**src/rtl/nn_pkg.sv**
```systemverilog
// Shared types for the NN datapath: accumulator FSM states, default widths,
// and signed psum/acc/activation types.
package nn_pkg;

    localparam int PSUM_W = 32;
    localparam int ACC_W  = 40;
    localparam int ACT_W  = 8;

    typedef enum logic [1:0] {
        IDLE  = 2'd0,
        ACCUM = 2'd1,
        SCALE = 2'd2,
        OUT   = 2'd3
    } psum_state_e;

    typedef logic signed [PSUM_W-1:0] psum_t;
    typedef logic signed [ACC_W-1:0]  acc_t;
    typedef logic signed [ACT_W-1:0]  act_t;

endpackage

```
**src/rtl/round_sat.sv**
```systemverilog
// Combinational requantizer: rounding arithmetic right shift, optional ReLU,
// clip to the activation width. ReLU is enabled by defining PSUM_ACC_RELU_EN.
module round_sat #(
    parameter int ACC_WIDTH   = 40,
    parameter int OUT_WIDTH   = 8,
    parameter int SHIFT_WIDTH = 5
) (
    input  logic [ACC_WIDTH-1:0]   acc,
    input  logic [SHIFT_WIDTH-1:0] shift,
    output logic [OUT_WIDTH-1:0]   data,
    output logic                   sat
);

    localparam int W = ACC_WIDTH + 1;
    localparam logic signed [W-1:0] MAXV = {{(W-OUT_WIDTH+1){1'b0}}, {(OUT_WIDTH-1){1'b1}}};
    localparam logic signed [W-1:0] MINV = {{(W-OUT_WIDTH+1){1'b1}}, {(OUT_WIDTH-1){1'b0}}};

    // One extra bit keeps acc + half-LSB from overflowing before the shift.
    function automatic logic signed [W-1:0] round_shift(
        input logic signed [ACC_WIDTH-1:0] a,
        input logic [SHIFT_WIDTH-1:0]      s
    );
        logic signed [W-1:0] ext;
        logic signed [W-1:0] one;
        logic signed [W-1:0] rnd;
        ext = W'(a);
        one = W'(1);
        rnd = (s != '0) ? (one <<< (s - 1'b1)) : '0;
        if (32'(s) >= ACC_WIDTH)
            return a[ACC_WIDTH-1] ? '1 : '0;
        return (ext + rnd) >>> s;
    endfunction

    function automatic logic signed [W-1:0] saturate(input logic signed [W-1:0] r);
        if (r > MAXV)
            return MAXV;
        if (r < MINV)
            return MINV;
        return r;
    endfunction

    logic signed [W-1:0] r;
    logic signed [W-1:0] rc;

    always_comb begin
        r = round_shift($signed(acc), shift);
`ifdef PSUM_ACC_RELU_EN
        if (r[W-1])
            r = '0;
`endif
        rc   = saturate(r);
        sat  = (rc != r);
        data = rc[OUT_WIDTH-1:0];
    end

endmodule

```
**src/rtl/psum_accumulator.sv**
```systemverilog
// Multi-beat dot-product accumulator with bias, rounding rescale and saturation.
// Optional ReLU in the requantizer when PSUM_ACC_RELU_EN is defined.
module psum_accumulator
    import nn_pkg::*;
#(
    parameter int IN_WIDTH    = PSUM_W,
    parameter int ACC_WIDTH   = ACC_W,
    parameter int OUT_WIDTH   = ACT_W,
    parameter int SHIFT_WIDTH = 5
) (
    input  logic                   clk,
    input  logic                   rst,
    input  logic                   in_valid,
    output logic                   in_ready,
    input  logic [IN_WIDTH-1:0]    in_data,
    input  logic                   in_last,
    input  logic [ACC_WIDTH-1:0]   bias,
    input  logic [SHIFT_WIDTH-1:0] shift,
    output logic                   out_valid,
    input  logic                   out_ready,
    output logic [OUT_WIDTH-1:0]   out_data,
    output logic                   out_sat
);

    psum_state_e state, state_nxt;

    logic signed [ACC_WIDTH-1:0] acc_p0, acc_nxt;
    logic signed [ACC_WIDTH-1:0] in_ext, bias_ext;
    logic [SHIFT_WIDTH-1:0]      shift_p0;
    logic [OUT_WIDTH-1:0]        out_data_p1, rs_data;
    logic                        out_sat_p1, rs_sat;
    logic                        beat;

    assign in_ext    = ACC_WIDTH'($signed(in_data));
    assign bias_ext  = $signed(bias);
    assign in_ready  = (state == IDLE) || (state == ACCUM);
    assign beat      = in_valid && in_ready;
    assign out_valid = (state == OUT);
    assign out_data  = out_data_p1;
    assign out_sat   = out_sat_p1;

    always_comb begin
        state_nxt = state;
        acc_nxt   = acc_p0;
        case (state)
            IDLE: if (beat) begin
                acc_nxt   = bias_ext + in_ext;
                state_nxt = in_last ? SCALE : ACCUM;
            end
            ACCUM: if (beat) begin
                acc_nxt = acc_p0 + in_ext;
                if (in_last)
                    state_nxt = SCALE;
            end
            SCALE:   state_nxt = OUT;
            OUT:     if (out_ready) state_nxt = IDLE;
            default: state_nxt = IDLE;
        endcase
    end

    // Stage p0: accumulation; stage p1: registered requantized result.
    always_ff @(posedge clk) begin
        if (rst) begin
            state       <= IDLE;
            acc_p0      <= '0;
            shift_p0    <= '0;
            out_data_p1 <= '0;
            out_sat_p1  <= 1'b0;
        end else begin
            state  <= state_nxt;
            acc_p0 <= acc_nxt;
            if (state == IDLE && beat)
                shift_p0 <= shift;
            if (state == SCALE) begin
                out_data_p1 <= rs_data;
                out_sat_p1  <= rs_sat;
            end
        end
    end

    round_sat #(
        .ACC_WIDTH  (ACC_WIDTH),
        .OUT_WIDTH  (OUT_WIDTH),
        .SHIFT_WIDTH(SHIFT_WIDTH)
    ) u_round_sat (
        .acc  (acc_p0),
        .shift(shift_p0),
        .data (rs_data),
        .sat  (rs_sat)
    );

endmodule
```
**config.mk**
```make
export PLATFORM = sky130hd
export DESIGN_NAME = psum_accumulator
export DESIGN_NICKNAME = d
export VERILOG_FILES = /design/src/rtl/nn_pkg.sv /design/src/rtl/round_sat.sv /design/src/rtl/psum_accumulator.sv
export SDC_FILE = /design/constraint.sdc
export NUM_CORES = 1
export LEC_CHECK = 0
export ABC_AREA = 1
export BUFFER_PORTS_ARGS = -buffer_cell sky130_fd_sc_hd__buf_2
export CORE_MARGIN = 2
export CORE_UTILIZATION = 31
export CTS_CLUSTER_SIZE = 40
export DETAILED_ROUTE_END_ITERATION = 6
export HOLD_SLACK_MARGIN = 0.1
export PLACE_DENSITY_LB_ADDON = 0.08
export SLEW_MARGIN = 20
export SYNTH_ARGS = -nofsm -noshare
export SYNTH_HDL_FRONTEND = slang
export SYNTH_SLANG_ARGS = --single-unit
```
**constraint.sdc**
```tcl
create_clock -name clk -period 6.2 [get_ports clk]
set_input_delay 0.93 -clock clk [delete_from_list [all_inputs] [get_ports clk]]
set_output_delay 0.93 -clock clk [all_outputs]
set_load 0.02 [all_outputs]
```
==> run_results.csv, run 1 <==
group,metric,value,unit
status,status,"complete, no violations",
timing,skew,0.00916,ns
timing,tightest_slew,0.772,ns
layout,seqCellArea,1120,um^2
critical_path,ff2ff_path_depth,35,
layout,utilization,34.3,%
critical_path,critical_path.max_stage_delay,0.43,ns
critical_path,critPathSlowestCell,"ha_1",
placed_design,numPortBuffers,92,
timing,slew_headroom,48.5,%
die,die_h,195,um
synth,synth.most_common_cell,"nand2_1",
layout,multi_input_area,8740,um^2
synth,seq_area_frac_synth,9.96,%
die,chipWidth,195,um
timing,final.setup.worst_slack,0.750,ns
run,cap_violations,0,
clock_network,clk_path_buf_depth,2,
drt,viasPerCell,5.12,
placed_design,gp_congestion,0.932,
synth,synth_seq_cells,56,
placed_design,place_ws,0.873,ns
synth,avgSynthCellArea,5.27,um^2
drt,drc_errors,0,
timing,setup_viol_count_final,0,
clock_network,clock-sinks,56,
global_route,grt_use_met1,34.6,%
global_route,grt_use_met2,38.5,%
global_route,grt_start_max_net_pins,63,
clock_network,post_cts_buffers,0,
global_route,grt_use_met3,0.816,%
timing,finalCritPeriodShare,87.9,%
timing,fin_crit,5.45,ns
critical_path,path_max_fanout,9,
clock_network,cts_tree,"yes",
timing,rsz0062_at_grt,"no",
layout,diodes,0,
global_route,grt_pass1_vias,12700,
die,dieArea,37900,um^2
drt,routed_wl,44800,um
synth,synth_area,11300,um^2
drt,drtAntennaViolNets,0,
synth,synthTopCellsByCount,"nand2_1 (700), nand3_1 (332), inv_1 (270)",
drt,via_count,13500,
power,totalPowerFinal,5.72,mW
synth,synth_fp_nets,2297,
critical_path,cp-start-kind,"register",
critical_path,required,6.44,ns
synth,synth_cell_types,49,
critical_path,critPathCaptureType,"register",
power,vdd_ir_drop_max,0.135,mV
synth,syn_inst,2137,
timing,drv_slew,0,
critical_path,critPathKind,"reg2reg",
timing,hold_viol_final,0,
layout,areaGrowthSynthToFinish,8.57,%
layout,layout-drive-gt1-share,9.83,%
layout,final_nets,2335,
timing,fmax,0.183,GHz
synth,async_flop_share,0,%
drt,first_iter_violations,1142,
synth,ys_warn_count,0,
synth,yosysTopAreaCell,"nand2_1",
timing,final.setup.tns,0,ns
clock_network,htree_levels,2,
worst_hold_path,hold_path_class,"reg2reg",
layout,fill_cells,4170,
global_route,antenna_found_initial,0,
placed_design,dp_hpwl,37300,um
critical_path,critPathMostFrequentCell,"nand2_1",
clock_network,hold_buffers,0,
drt,firstDrtPassIters,6,
power,p_leak,6.75,nW
critical_path,cp.arrival,5.69,ns
synth,synth_top_area_share,23.3,%
global_route,grt_pass1_wl,71100,um
clock_network,clk_pin_slew,0.07,ns
die,initial_utilization,31.6,%
die,ios,93,
global_route,top_usage_layer,"met2",
power,cellPowerDensity,468,nW/um^2
clock_network,cts-buffers-inserted,5,
synth,synth_flop_cell,"dfxtp_1",
synth,synth-edff-count,0,
drt,wire_per_inst,17.0,um
die,coreArea,35700,um^2
die,rows,69,
synth,synthTopCellsByArea,"nand2_1 (23%), nand3_1 (15%), dfxtp_1 (10%)",
global_route,grt_overflow_total,0,
clock_network,cts_root_buf,"clkbuf_16",
worst_hold_path,hold_depth,2,
global_route,gr-usage-all-layers,23.6,%
clock_network,cts_resized,0,
clock_network,clk_latency,0.32,ns
-- cell families (layout without fill, tap and decap cells) --
group	Yosys count	in the layout	share of synthesized area (%)
AO/OA/AOI/OAI	285	285	13.8
other	1	1	0.0333
XOR/XNOR	48	48	3.73
buffers and inverters	358	397	12.5
AND/OR/NAND/NOR	1311	1311	51.2
flip-flops	56	56	9.96
adder cells (fa/ha/maj)	78	78	8.80
-- report_power, final --
| part | internal [mW] | switching [mW] |
|---|---|---|
| clock network | 0.154 | 0.152 |
| logic | 1.45 | 3.31 |
| registers | 0.495 | 0.154 |
-- registers in the layout, summed over array words and instances (netlist names) --
| register | flops |
|---|---|
| out_data | 8 |
| out_sat | 1 |
| acc_p0 | 40 |
| state | 2 |
| shift_p0 | 5 |
-- through the flow --
| step | instance area, um^2 | std cells | hold WS (ns) |
|---|---|---|---|
| after floorplan | 11300 | 2137 | 0.443 |
| after global placement | 12100 | 2629 | 0.502 |
| after detailed placement | 12100 | 2629 | 0.514 |
| after CTS | 12200 | 2637 | 0.527 |
| after global routing | 12200 | 2637 | 0.547 |
| final | 12200 | 2637 | 0.524 |
-- layer usage --
metal | vias to the layer above | share of wire [%]
met1 | 6142 | 50
met5 | - | 0
met2 | 326 | 44
li1 | 6997 | -
met3 | 28 | 4.3
met4 | 0 | 1.5
-- final timing paths --
check / slack (ns) / to / from
min: 0.52 / acc_p0[2]$_SDFFE_PP0P_ / acc_p0[2]$_SDFFE_PP0P_
max reg2reg: 0.75 / out_data[0]$_SDFFE_PP0P_ / shift_p0[0]$_SDFFE_PP0P_
min reg2reg: 0.52 / acc_p0[2]$_SDFFE_PP0P_ / acc_p0[2]$_SDFFE_PP0P_
max: 0.75 / out_data[0]$_SDFFE_PP0P_ / shift_p0[0]$_SDFFE_PP0P_
-- cells in the final DEF (no fill, tap or decap), types with 2 or more instances in the layout --
master and n:
o211ai_1 10, o21a_1 3, nand3_1 332, nand3b_1 4, clkbuf_16 5, a31oi_1 6
ha_1 76, nor4_1 3, nand2_2 22, xor2_1 32, o21ai_0 112, a21oi_2 6
xnor2_1 16, dfxtp_1 53, fa_1 2, nor3_1 13, o21ai_2 3, inv_2 9
nor2_4 3, o21bai_1 3, a21boi_0 3, inv_1 268, a21o_1 3, clkinv_1 2
nand2_1 699, or2_2 2, nor4_2 2, inv_6 2, o21ai_1 8, nor2_1 169
nand4_1 12, nand3_4 2, nand3_2 30, buf_2 92, nor2_2 14, o221ai_1 4
buf_4 17, a21oi_1 119, dfxtp_2 3
-- worst max-delay path: cells and delay by family, from the launching register on --
kind | cells | cell delay (ns)
buffers and inverters | 6 | 0.54
AND/OR/NAND/NOR | 23 | 2.78
XOR/XNOR | 1 | 0.24
AO/OA/AOI/OAI | 2 | 0.42
flip-flops | 1 | 0.34
adder cells (fa/ha/maj) | 3 | 1.03
-- final cells by class --
class                   instances  area share, %
flip-flops and latches         56           9.20
well taps                     461           4.72
multi-input cells            1723           71.5
inverters                     280           8.62
clock inverters                 2          0.143
repair buffers                109           4.81
clock buffers                   6           1.05
Note: power is estimated with default switching activity, not from simulation.
==> run 2, diff against run 1 <==
- CORE_UTILIZATION: 31 -> 45
- REMOVE_ABC_BUFFERS: not set -> 1
==> run_results.csv, run 2 (synthesized netlist as in run 1, its figures left out) <==
group,metric,value,unit
critical_path,path_max_fanout,9,
global_route,gr-usage-all-layers,32.5,%
layout,layout_common_cells,"nand2_1 (699), nand3_1 (332), inv_1 (268), nor2_1 (169), a21oi_1 (119)",
timing,slew_headroom,46.3,%
global_route,grt_start_max_net_pins,64,
die,dieArea,26300,um^2
placed_design,gp_congestion,0.981,
clock_network,clk_path_buf_depth,2,
timing,finalCritPeriodShare,86.9,%
timing,rsz0062_at_grt,"no",
clock_network,cts-buffers-inserted,5,
power,cellPowerDensity,470,nW/um^2
layout,multi_input_area,8740,um^2
critical_path,cp.arrival,5.57,ns
drt,first_iter_violations,1476,
layout,largest_reg_flops,40,
clock_network,clk_pin_slew,0.09,ns
global_route,antenna_found_initial,0,
run,cap_violations,0,
timing,fin_crit,5.39,ns
worst_hold_path,hold_path_class,"reg2reg",
drt,routed-wl-met2,17900,um
die,initial_utilization,46.0,%
power,totalPowerFinal,5.65,mW
placed_design,dp_hpwl,35000,um
power,clock_power_share,5.5,%
global_route,grt_pass1_wl,67900,um
layout,diodes,0,
clock_network,cts_resized,0,
critical_path,critPathSlowestCell,"ha_1",
power,p_sw_share,62.9,%
power,p_sw,3.56,mW
critical_path,critPathMostFrequentCell,"nand2_1",
critical_path,cp-start-kind,"register",
drt,drtAntennaViolNets,0,
clock_network,cts_tree,"yes",
power,vdd_ir_drop_max,0.173,mV
drt,dr_wl_met3,2880,um
placed_design,numPortBuffers,92,
drt,routed.top_layer,"met4",
clock_network,post_cts_buffers,0,
die,coreArea,24500,um^2
drt,drc_errors,0,
die,die_h,162,um
timing,skew,0.0129,ns
timing,final.setup.tns,0,ns
power,p_comb_share,83.4,%
critical_path,critical_path.max_stage_delay,0.42,ns
layout,final_nets,2334,
die,rows,57,
clock_network,cts_root_buf,"clkbuf_16",
drt,met1Wirelength,20100,um
layout,layout-drive-gt1-share,9.66,%
timing,setup_viol_count_final,0,
clock_network,clk_latency,0.32,ns
critical_path,required,6.38,ns
drt,wire_per_inst,16.9,um
power,power_frac_seq,11.1,%
drt,firstDrtPassIters,6,
global_route,grt_overflow_total,0,
timing,hold_viol_final,0,
layout,largest_register,"acc_p0",
critical_path,critPathCaptureType,"register",
drt,via_count,13700,
timing,fmax,0.186,GHz
drt,routed_wl,42100,um
clock_network,hold_buffers,0,
layout,areaGrowthSynthToFinish,6.91,%
global_route,grt_pass1_vias,12700,
layout,fill_cells,2820,
clock_network,clock-sinks,56,
critical_path,critPathKind,"reg2reg",
power,intPower,2.10,mW
layout,seqCellArea,1120,um^2
die,ios,93,
layout,utilization,49.2,%
timing,drv_slew,0,
power,p_leak,6.74,nW
clock_network,htree_levels,2,
die,chipWidth,162,um
layout,final_common_cell,"nand2_1",
timing,tightest_slew,0.805,ns
status,status,"complete, no violations",
drt,viasPerCell,5.47,
-- run 2: worst paths after layout --
kind / from / endpoint / slack (ns) / depth (start not counted)
setup / recovery: shift_p0[0]$_SDFFE_PP0P_ / out_data[7]$_SDFFE_PP0P_ / 0.81 / 37
hold / removal: out_data[7]$_SDFFE_PP0P_ / out_data[7]$_SDFFE_PP0P_ / 0.51 / 2
setup reg to reg: shift_p0[0]$_SDFFE_PP0P_ / out_data[7]$_SDFFE_PP0P_ / 0.81 / 37
hold reg to reg: out_data[7]$_SDFFE_PP0P_ / out_data[7]$_SDFFE_PP0P_ / 0.51 / 2
-- run 2: power by group through the flow --
stage          clock network, mW  logic (mW)  registers, mW
3_3_place_gp                   0        4.64          0.631
5_1_grt                    0.329        5.28          0.642
4_1_cts                    0.317        4.64          0.625
3_5_place_dp                   0        4.62          0.631
2_1_floorplan                  0        3.18          0.699
6_report                   0.311        4.72          0.626
-- run 2: routing by layer --
layer / track usage (%) / vias to the layer above
met5: 0 / -
met1: 47.1 / 6138
met2: 50.7 / 485
met4: 9.81 / 0
li1: - / 6991
met3: 3.27 / 67
-- run 2: cell type report --
cell class              instances  area share, %
repair buffers                108           4.82
clock inverters                 2          0.114
well taps                     324           3.37
flip-flops and latches         56           9.31
clock buffers                   6           1.07
multi-input cells            1723           72.6
inverters                     280           8.75
-- run 2: worst max-delay path, delay by kind of cell, from the launching register on --
family | cells | cell delay [ns]
AOI/OAI and AO/OA | 2 | 0.25
adders and majority gates | 3 | 0.98
buffers and inverters | 6 | 0.53
DFF | 1 | 0.35
and+or+nand+nor | 26 | 3.13
-- run 2: metrics by stage --
step	instance area [um^2]	std cells	hold slack, ns	setup slack (ns)
CTS	12000	2499	0.508	0.937
detailed placement	11900	2491	0.494	0.978
global route	12000	2499	0.537	0.110
global placement	11900	2491	0.499	0.996
finish	12000	2499	0.515	0.813
floorplan	10900	2059	0.445	0.0460
